===== src/rtl/reduce_nway_pipe_pkg.sv =====
// Mode encodings and bit-level helpers shared by the N-way reduction pipeline.
package reduce_nway_pipe_pkg;

   localparam logic [1:0] MODE_OR  = 2'b00;
   localparam logic [1:0] MODE_AND = 2'b01;
   localparam logic [1:0] MODE_XOR = 2'b10;
   localparam logic [1:0] MODE_NOR = 2'b11;

   function automatic logic mode_identity(input logic [1:0] mode);
      logic id;
      case (mode)
         MODE_AND: id = 1'b1;
         default:  id = 1'b0;
      endcase
      return id;
   endfunction

   // NOR folds as OR; the inversion happens once, when the packet closes
   function automatic logic combine(input logic [1:0] mode, input logic a, input logic b);
      logic r;
      case (mode)
         MODE_AND: r = a & b;
         MODE_XOR: r = a ^ b;
         default:  r = a | b;
      endcase
      return r;
   endfunction

   function automatic int clog2(input int value);
      int r;
      r = 0;
      while ((32'sd1 << r) < value) r++;
      return r;
   endfunction

endpackage


===== src/rtl/reduce_nway_pipe_level.sv =====
// One registered tree level: folds adjacent bit pairs with the beat's mode.
module reduce_level
   import reduce_nway_pipe_pkg::*;
#(
   parameter int IN_W = 2
) (
   input  logic              clk,
   input  logic              reset_n,
   input  logic              en,
   input  logic [1:0]        mode_in,
   input  logic              valid_in,
   input  logic              last_in,
   input  logic [IN_W-1:0]   data_in,
   output logic [1:0]        mode_out,
   output logic              valid_out,
   output logic              last_out,
   output logic [IN_W/2-1:0] data_out
);
   localparam int OUT_W = IN_W / 2;

   logic [OUT_W-1:0] data_d, data_q;
   logic [1:0]       mode_d, mode_q;
   logic             valid_d, valid_q;
   logic             last_d, last_q;

   // Pairwise fold when the pipeline advances, hold otherwise
   always_comb begin
      data_d  = data_q;
      mode_d  = mode_q;
      valid_d = valid_q;
      last_d  = last_q;
      if (en) begin
         for (int i = 0; i < OUT_W; i++) begin
            data_d[i] = combine(mode_in, data_in[2*i], data_in[2*i+1]);
         end
         mode_d  = mode_in;
         valid_d = valid_in;
         last_d  = last_in;
      end else begin
         valid_d = valid_q;
      end
   end

   // Level registers
   always_ff @(posedge clk) begin
      if (!reset_n) begin
         data_q  <= '0;
         mode_q  <= 2'b00;
         valid_q <= 1'b0;
         last_q  <= 1'b0;
      end else begin
         data_q  <= data_d;
         mode_q  <= mode_d;
         valid_q <= valid_d;
         last_q  <= last_d;
      end
   end

   assign data_out  = data_q;
   assign mode_out  = mode_q;
   assign valid_out = valid_q;
   assign last_out  = last_q;

endmodule


===== src/rtl/reduce_nway_pipe.sv =====
// Pipelined N-input bitwise reduction: input register, LEVELS-deep balanced tree,
// then a packet accumulator delivering one result bit per packet.
module reduce_nway_pipe
   import reduce_nway_pipe_pkg::*;
#(
   parameter int WIDTH = 16
) (
   input  logic             clk,
   input  logic             reset_n,
   input  logic [WIDTH-1:0] in,
   input  logic [1:0]       mode,
   input  logic             in_valid,
   input  logic             in_last,
   output logic             in_ready,
   output logic             out,
   output logic             out_valid,
   input  logic             out_ready
);
   localparam int LEVELS = clog2(WIDTH);
   localparam int PAD_W  = 1 << LEVELS;

   logic             advance;
   logic [WIDTH-1:0] beat_d, beat_q;
   logic [1:0]       beat_mode_d, beat_mode_q;
   logic             beat_valid_d, beat_valid_q;
   logic             beat_last_d, beat_last_q;
   logic             in_pkt_d, in_pkt_q;
   logic [1:0]       in_pkt_mode_d, in_pkt_mode_q;
   logic [PAD_W-1:0] leaves;
   logic             tree_data, tree_valid, tree_last;
   logic [1:0]       tree_mode;
   logic             acc_d, acc_q;
   logic [1:0]       pkt_mode_d, pkt_mode_q;
   logic             pkt_open_d, pkt_open_q;
   logic             out_d, out_q, out_valid_d, out_valid_q;
   logic [1:0]       close_mode;
   logic             beat_res;

   assign advance   = !out_valid_q || out_ready;
   assign in_ready  = advance;
   assign out       = out_q;
   assign out_valid = out_valid_q;

   // Input capture; non-first beats inherit the mode of their packet's first beat
   always_comb begin
      beat_d        = beat_q;
      beat_mode_d   = beat_mode_q;
      beat_valid_d  = beat_valid_q;
      beat_last_d   = beat_last_q;
      in_pkt_d      = in_pkt_q;
      in_pkt_mode_d = in_pkt_mode_q;
      if (advance) begin
         beat_d       = in;
         beat_valid_d = in_valid;
         beat_last_d  = in_last;
         beat_mode_d  = in_pkt_q ? in_pkt_mode_q : mode;
         if (in_valid) begin
            in_pkt_d      = !in_last;
            in_pkt_mode_d = beat_mode_d;
         end else begin
            in_pkt_d      = in_pkt_q;
         end
      end else begin
         beat_valid_d = beat_valid_q;
      end
   end

   always_comb begin
      leaves            = {PAD_W{mode_identity(beat_mode_q)}};
      leaves[WIDTH-1:0] = beat_q;
   end

   for (genvar l = 0; l < LEVELS; l++) begin : g_lvl
      localparam int IN_W = PAD_W >> l;
      logic [IN_W-1:0]   d_in;
      logic [IN_W/2-1:0] d_out;
      logic [1:0]        m_in, m_out;
      logic              v_in, v_out, lst_in, lst_out;
      if (l == 0) begin : g_src
         assign d_in   = leaves;
         assign m_in   = beat_mode_q;
         assign v_in   = beat_valid_q;
         assign lst_in = beat_last_q;
      end else begin : g_src
         assign d_in   = g_lvl[l-1].d_out;
         assign m_in   = g_lvl[l-1].m_out;
         assign v_in   = g_lvl[l-1].v_out;
         assign lst_in = g_lvl[l-1].lst_out;
      end
      reduce_level #(.IN_W(IN_W)) u_level (
         .clk       (clk),
         .reset_n   (reset_n),
         .en        (advance),
         .mode_in   (m_in),
         .valid_in  (v_in),
         .last_in   (lst_in),
         .data_in   (d_in),
         .mode_out  (m_out),
         .valid_out (v_out),
         .last_out  (lst_out),
         .data_out  (d_out)
      );
   end

   assign tree_data  = g_lvl[LEVELS-1].d_out[0];
   assign tree_mode  = g_lvl[LEVELS-1].m_out;
   assign tree_valid = g_lvl[LEVELS-1].v_out;
   assign tree_last  = g_lvl[LEVELS-1].lst_out;

   // Packet fold: the first beat seeds the accumulator, the last beat loads the output
   always_comb begin
      acc_d       = acc_q;
      pkt_mode_d  = pkt_mode_q;
      pkt_open_d  = pkt_open_q;
      out_d       = out_q;
      out_valid_d = out_valid_q;
      close_mode  = pkt_open_q ? pkt_mode_q : tree_mode;
      beat_res    = pkt_open_q ? combine(pkt_mode_q, acc_q, tree_data) : tree_data;
      if (advance) begin
         out_valid_d = 1'b0;
         if (tree_valid && tree_last) begin
            out_d       = (close_mode == MODE_NOR) ? ~beat_res : beat_res;
            out_valid_d = 1'b1;
            pkt_open_d  = 1'b0;
         end else if (tree_valid) begin
            acc_d      = beat_res;
            pkt_mode_d = close_mode;
            pkt_open_d = 1'b1;
         end else begin
            pkt_open_d = pkt_open_q;
         end
      end else begin
         out_valid_d = out_valid_q;
      end
   end

   // Input and accumulator-stage registers
   always_ff @(posedge clk) begin
      if (!reset_n) begin
         beat_q        <= '0;
         beat_mode_q   <= 2'b00;
         beat_valid_q  <= 1'b0;
         beat_last_q   <= 1'b0;
         in_pkt_q      <= 1'b0;
         in_pkt_mode_q <= 2'b00;
         acc_q         <= 1'b0;
         pkt_mode_q    <= 2'b00;
         pkt_open_q    <= 1'b0;
         out_q         <= 1'b0;
         out_valid_q   <= 1'b0;
      end else begin
         beat_q        <= beat_d;
         beat_mode_q   <= beat_mode_d;
         beat_valid_q  <= beat_valid_d;
         beat_last_q   <= beat_last_d;
         in_pkt_q      <= in_pkt_d;
         in_pkt_mode_q <= in_pkt_mode_d;
         acc_q         <= acc_d;
         pkt_mode_q    <= pkt_mode_d;
         pkt_open_q    <= pkt_open_d;
         out_q         <= out_d;
         out_valid_q   <= out_valid_d;
      end
   end

endmodule


===== config.mk =====
export PLATFORM = sky130hd
export DESIGN_NAME = reduce_nway_pipe
export DESIGN_NICKNAME = d
export VERILOG_FILES = /design/src/rtl/reduce_nway_pipe_pkg.sv /design/src/rtl/reduce_nway_pipe_level.sv /design/src/rtl/reduce_nway_pipe.sv
export SDC_FILE = /design/constraint.sdc
export NUM_CORES = 1
export LEC_CHECK = 0
export ABC_AREA = 1
export CAP_MARGIN = 20
export CORE_MARGIN = 2
export CORE_UTILIZATION = 52
export DETAILED_ROUTE_END_ITERATION = 8
export GPL_TIMING_DRIVEN = 0
export PLACE_DENSITY = 0.86
export RECOVER_POWER = 50
export SLEW_MARGIN = 20
export SYNTH_ARGS = -nofsm -noshare
export SYNTH_HDL_FRONTEND = slang
export SYNTH_SLANG_ARGS = --single-unit

===== constraint.sdc =====
create_clock -name clk -period 1.3 [get_ports clk]
set_input_delay 0.195 -clock clk [delete_from_list [all_inputs] [get_ports clk]]
set_output_delay 0.195 -clock clk [all_outputs]
set_load 0.05 [all_outputs]

# ---- After elaboration in Yosys (flattened, before gate mapping)
# Cells that the tools add are included.
dict set report word_totals {
  register_bits 60
  input_bits 23
  output_inout_bits 3
  elab_cells 120
}
dict set report classes {
  n_eq_ne 11
  mux 23
  bitwise 50
  n_reduce_logical 9
}
# operator n
set op_table {}
lappend op_table {{case mux 1 bit (2 select lines)} 16}
lappend op_table {{AND 1 bit} 16}
lappend op_table {{bitwise OR 1 bit} 16}
lappend op_table {{bitwise XOR 1 bit} 16}
lappend op_table {{== test 2 bit (second input constant)} 6}
lappend op_table {{== test 2 x 1 -> 1 bit (second input constant)} 5}
lappend op_table {{AND reduction 2 bit} 3}
lappend op_table {{two-way mux 1 bit} 5}
lappend op_table {{two-way mux 2 bit} 2}
lappend op_table {{AND reduction 3 bit} 1}
lappend op_table {{zero test 1 bit} 2}
lappend op_table {{NOT 1 bit} 2}
lappend op_table {{nonzero test 2 bit} 1}
lappend op_table {{logical AND 1 bit} 1}
lappend op_table {{logical OR 1 bit} 1}

# ---- Logic depth before layout (Yosys ltp)
dict set report logic_depth {
  depth_word 5
  depth_mapped 9
  ltp_nobuf 9
}

# ---- By module
# From an unflattened synthesis, not the netlist that was laid out.
dict set report unflattened {
  hier_cells 433
  area_unflattened_um2 3163.0
}
# module instances cells_each area_per_inst_um2 seq_area_each_um2
set modules_own_cells {}
lappend modules_own_cells {reduce_nway_pipe 1 152 1164.9 580.6}
lappend modules_own_cells {{reduce_level at g_lvl[0].u_level} 1 129 887.1 240.2}
lappend modules_own_cells {{reduce_level at g_lvl[1].u_level} 1 73 518.0 160.2}
lappend modules_own_cells {{reduce_level at g_lvl[2].u_level} 1 46 337.8 120.1}
lappend modules_own_cells {{reduce_level at g_lvl[3].u_level} 1 33 255.2 100.1}

# ---- Worst setup path before layout
# Ideal clock, no wire load.
dict set report synth_path {
  path_type {flip-flop to flip-flop}
  from {register beat_mode_q[0]}
  to {register g_lvl[0].u_level.data_q[7]}
  setup_ns 0.131
  arrival_time_ns 1.189
  t_required_ns 1.169
  slack_ns -0.020
  path_stages_with_launch 8
  path_buffers 2
  period_less_slack_ns 1.320
  cell_sequence {dfxtp_1 -> inv_1 -> ha_1 -> buf_6 -> buf_6 -> a21oi_1 -> a22o_1 -> a21oi_1}
}
dict set report synth_via {
  elab_chain_cells 2
  elab_cells_between_ends 3
  classes_between {eq/ne: 2; mux: 1}
}
# item line
set synth_lines {}
lappend synth_lines {{start: declaration} reduce_nway_pipe.sv:24} ;# logic [1:0] beat_mode_d, beat_mode_q;
lappend synth_lines {{start signal: assignment} reduce_nway_pipe.sv:153} ;# beat_mode_q <= beat_mode_d;
lappend synth_lines {{== test 2 bit / == test 2 x 1 -> 1 bit (equally long branches)} reduce_nway_pipe_pkg.sv:21} ;# case (mode)
lappend synth_lines {{case mux 1 bit (2 select lines) (*)} reduce_nway_pipe_pkg.sv:21}
lappend synth_lines {{end signal: assignment} reduce_nway_pipe_level.sv:52} ;# data_q <= data_d;
lappend synth_lines {{end: declaration} reduce_nway_pipe_level.sv:21} ;# logic [OUT_W-1:0] data_d, data_q;
# Mark *: on every way between the ends. The rest lies on a longest branch, timed or not.
# A chain may end at the register's enable or synchronous reset.

# ---- Worst setup path after layout
dict set report layout_path {
  from {register beat_mode_q[0]}
  to {register g_lvl[0].u_level.data_q[6]}
}
# The elaborated chain is that of the path after synthesis.

==> results.txt <==
Vias/cell = 5.661
Synth cell types = 26
Share of cells above drive strength 1 = 0.2230
Status = finished, violations left
DRT Pass-1 Iters = 5
Fin worst setup slack = -0.01224 ns
Synth warn = 0
Worst Path Required = 1.59 ns
Failing checks = negative setup slack
Slowest CP cell = dfxtp_2
Fin nets = 477
GR Util All Layers = 0.2381
Final hold viol count = 0
Setup-failing EPs final = 2
Synth Register Bits = 60
Longest Clk Path Bufs = 2
Vias in the first global route = 2567
Layout Skew = 0.005957 ns
CP Cell Sequence = inv_2, ha_4, buf_8, a21oi_2, a22o_1, a21oi_2
Post-layout util = 0.6567
WHS = 0.1456 ns
DRC = 0
CP Capture Type = register
Diodes inserted = 0
CP Class = register to register
Critical path destination = g_lvl[0].u_level.data_out[6]$_SDFFE_PN0N_
Global route overflow = 0
Lkg Pwr = 1.630 nW
Sink Count = 60
Pin count of the biggest net entering global routing = 20
First-pass GRT wire length = 11980 um
Die height = 81.86 um
CTS buffer count = 9
Arrival @ worst endpoint = 1.60 ns
WL per Instance = 16.32 um
Peak VDD IR = 0.0008353 V
Detailed Place HPWL = 4881 um
# Max-Cap Violations = 0
Clock tree root buffer cell = clkbuf_8
CTS tree = built
Largest delay share family, worst path = compound AO/OA/AOI/OAI gates
Worst-margin pin slew = 0.5178 ns
Synth Area in Simple Gates = 0.07463
Die Wd = 81.86 um
Io pins = 26
Slew Limit Fails = 0
Period utilization = 1.009
H-tree lvl count = 3
R2R Setup Slk = -0.01 ns
Tmin final = 1.312 ns
Worst min-delay path class = primary input to register
Cell count along the critical path = 6
Syn-to-layout area delta = 22.63%
Post-synthesis xor/xnor area fraction = 0
CP startpoint = beat_mode_q[0]$_SDFFE_PN0N_
DIE AREA = 6700 sq um
Antenna violations before repair = 0
Power per Cell Area = 1169 nW/um^2
Final wirelength = 8031 um
Most common cell after layout, fill and taps aside = dfxtp_1
CP startpoint kind = register
Buffer and inverter count on the worst path = 2
RSZ-0062 raised after global routing = true
Gate Count Post-Synth = 373
Most frequent cells in the layout = dfxtp_1, inv_1, a21oi_1
R2R Path End = g_lvl[0].u_level.data_out[6]$_SDFFE_PN0N_
Post-Syn Nets = 438
Main combinational cell family by area after synthesis = compound AO/OA/AOI/OAI gates
Maximum fanout along the worst path = 5
Sequential area share after synthesis = 0.3811
Synth Area in Compound Gates = 0.2688
R2R depth = 6
Slew margin rel. = 0.6548
Clock Latency Late Sink = 0.35 ns
Reg-to-Reg Start = beat_mode_q[0]$_SDFFE_PN0N_
Port bufs = 24
Reg clk slew, reported paths = 0.07 ns
Core area = 5886 sq um
Post-DRT Antenna Nets = 0
FP Rows = 28
Most frequent cell on the critical path = a21oi_2
Slowest stage delay, CP = 0.35 ns
Adder-cell share of the synthesized area = 0.1667
Vias = 2785
Syn_area_per_cell = 8.450 sq um
Post-synthesis cell area = 3152 sq um
Post-synthesis mux area share = 0
First DRT Iteration DRCs = 175
FMAX = 0.7621 GHz
Initial core utilization = 0.5355
Routability cong. = 0.8449
==> stage by stage <==
| stage | setup TNS (ns) | total power [mW] | instances | worst slack, ns | instance area (sq um) |
|---|---|---|---|---|---|
| 2_1_floorplan | -0.002932 | 2.462 | 373 | -0.002932 | 3153 |
| 3_3_place_gp | -3.352 | 2.619 | 472 | -0.8356 | 3487 |
| 3_5_place_dp | -4.493 | 2.653 | 472 | -0.8400 | 3487 |
| 4_1_cts | -0.1347 | 4.446 | 492 | -0.06418 | 3796 |
| 5_1_grt | -0.1590 | 4.677 | 492 | -0.06281 | 3865 |
| 6_report | -0.01331 | 4.517 | 492 | -0.01224 | 3865 |
==> flip-flops by register name, indices dropped and copies added, names as in the netlist, 2 cells and up <==
name                     flops
beat_mode_q                  2
beat_q                      16
g_lvl.u_level.data_out      15
g_lvl.u_level.last_out       4
g_lvl.u_level.mode_out       8
g_lvl.u_level.valid_out      4
in_pkt_mode_q                2
pkt_mode_q                   2
==> final cells by class <==
| type | instances | area [sq um] |
|---|---|---|
| plain buffers | 17 | 110.1 |
| clock buffers | 10 | 137.6 |
| clock inverters | 6 | 63.81 |
| fillers | 452 | 2021 |
| inverters | 53 | 201.4 |
| multi-input cells | 239 | 1713 |
| flip-flops and latches | 60 | 1215 |
| well taps | 75 | 93.84 |
| repair buffers | 32 | 330.3 |
==> worst min-delay path by stage <==
stage | end | cells past startpoint | from
after global routing | g_lvl[1].u_level.mode_out[0]$_SDFFE_PN0N_ | 3 | reset_n
after global placement | beat_valid_q$_SDFFE_PN0N_ | 2 | beat_valid_q$_SDFFE_PN0N_
after floorplan | beat_last_q$_SDFFE_PN0N_ | 2 | in_last
after CTS | g_lvl[1].u_level.mode_out[0]$_SDFFE_PN0N_ | 3 | reset_n
after detailed placement | beat_valid_q$_SDFFE_PN0N_ | 2 | beat_valid_q$_SDFFE_PN0N_
final | g_lvl[1].u_level.mode_out[0]$_SDFFE_PN0N_ | 3 | reset_n
==> kinds of logic (layout without fill, tap and decap cells) <==
logic type                 after synthesis  in the layout
AOI/OAI and AO/OA                      140            140
and+or+nand+nor                         57             57
buffers and inverters                   74            118
DFF                                     60             60
adders and majority gates               42             42
==> Yosys cell counts, drive strengths merged <==
| library cell | instances | area (sq um) |
|---|---|---|
| a21oi | 63 | 360.3 |
| a31oi | 4 | 25.02 |
| a22o | 15 | 131.4 |
| dfxtp | 60 | 1201 |
| clkbuf | 5 | 25.03 |
| o21ai | 57 | 322.8 |
| nor2 | 17 | 66.32 |
| inv | 53 | 201.4 |
| nand2 | 37 | 148.9 |
| a211oi | 1 | 7.510 |
| ha | 42 | 525.5 |
| buf | 16 | 116.4 |
| nand3 | 3 | 20.02 |
==> layer usage <==
metal | global-route usage | vias to the layer above | share of wire
li1 | - | 1322 | -
met5 | 0 | - | 0
met1 | 0.2957 | 1351 | 0.43
met3 | 0.06593 | 20 | 0.050
met4 | 0.08167 | 0 | 0.025
met2 | 0.3967 | 92 | 0.50
==> tightest hold or removal path: cells and delay by family <==
| family | cells | cell delay [ns] |
|---|---|---|
| buffers and inverters | 1 | 0.15 |
| AO/OA/AOI/OAI | 2 | 0.11 |
==> what timing repair did <==
item,CTS,global route
buffers inserted,5,2
endpoints found under the setup margin,16,19
hold buffers,0,0
gates resized for setup,28,37
pin swaps,9,13
cloned,1,0
==> where the power goes <==
group          internal (mW)  total (mW)  switching (mW)
Sequential              1.95        2.03          0.0829
Clock                  0.932        1.74           0.812
Combinational          0.380       0.741           0.360
Total                   3.26        4.52            1.25
(Power assumes the default switching activity.)
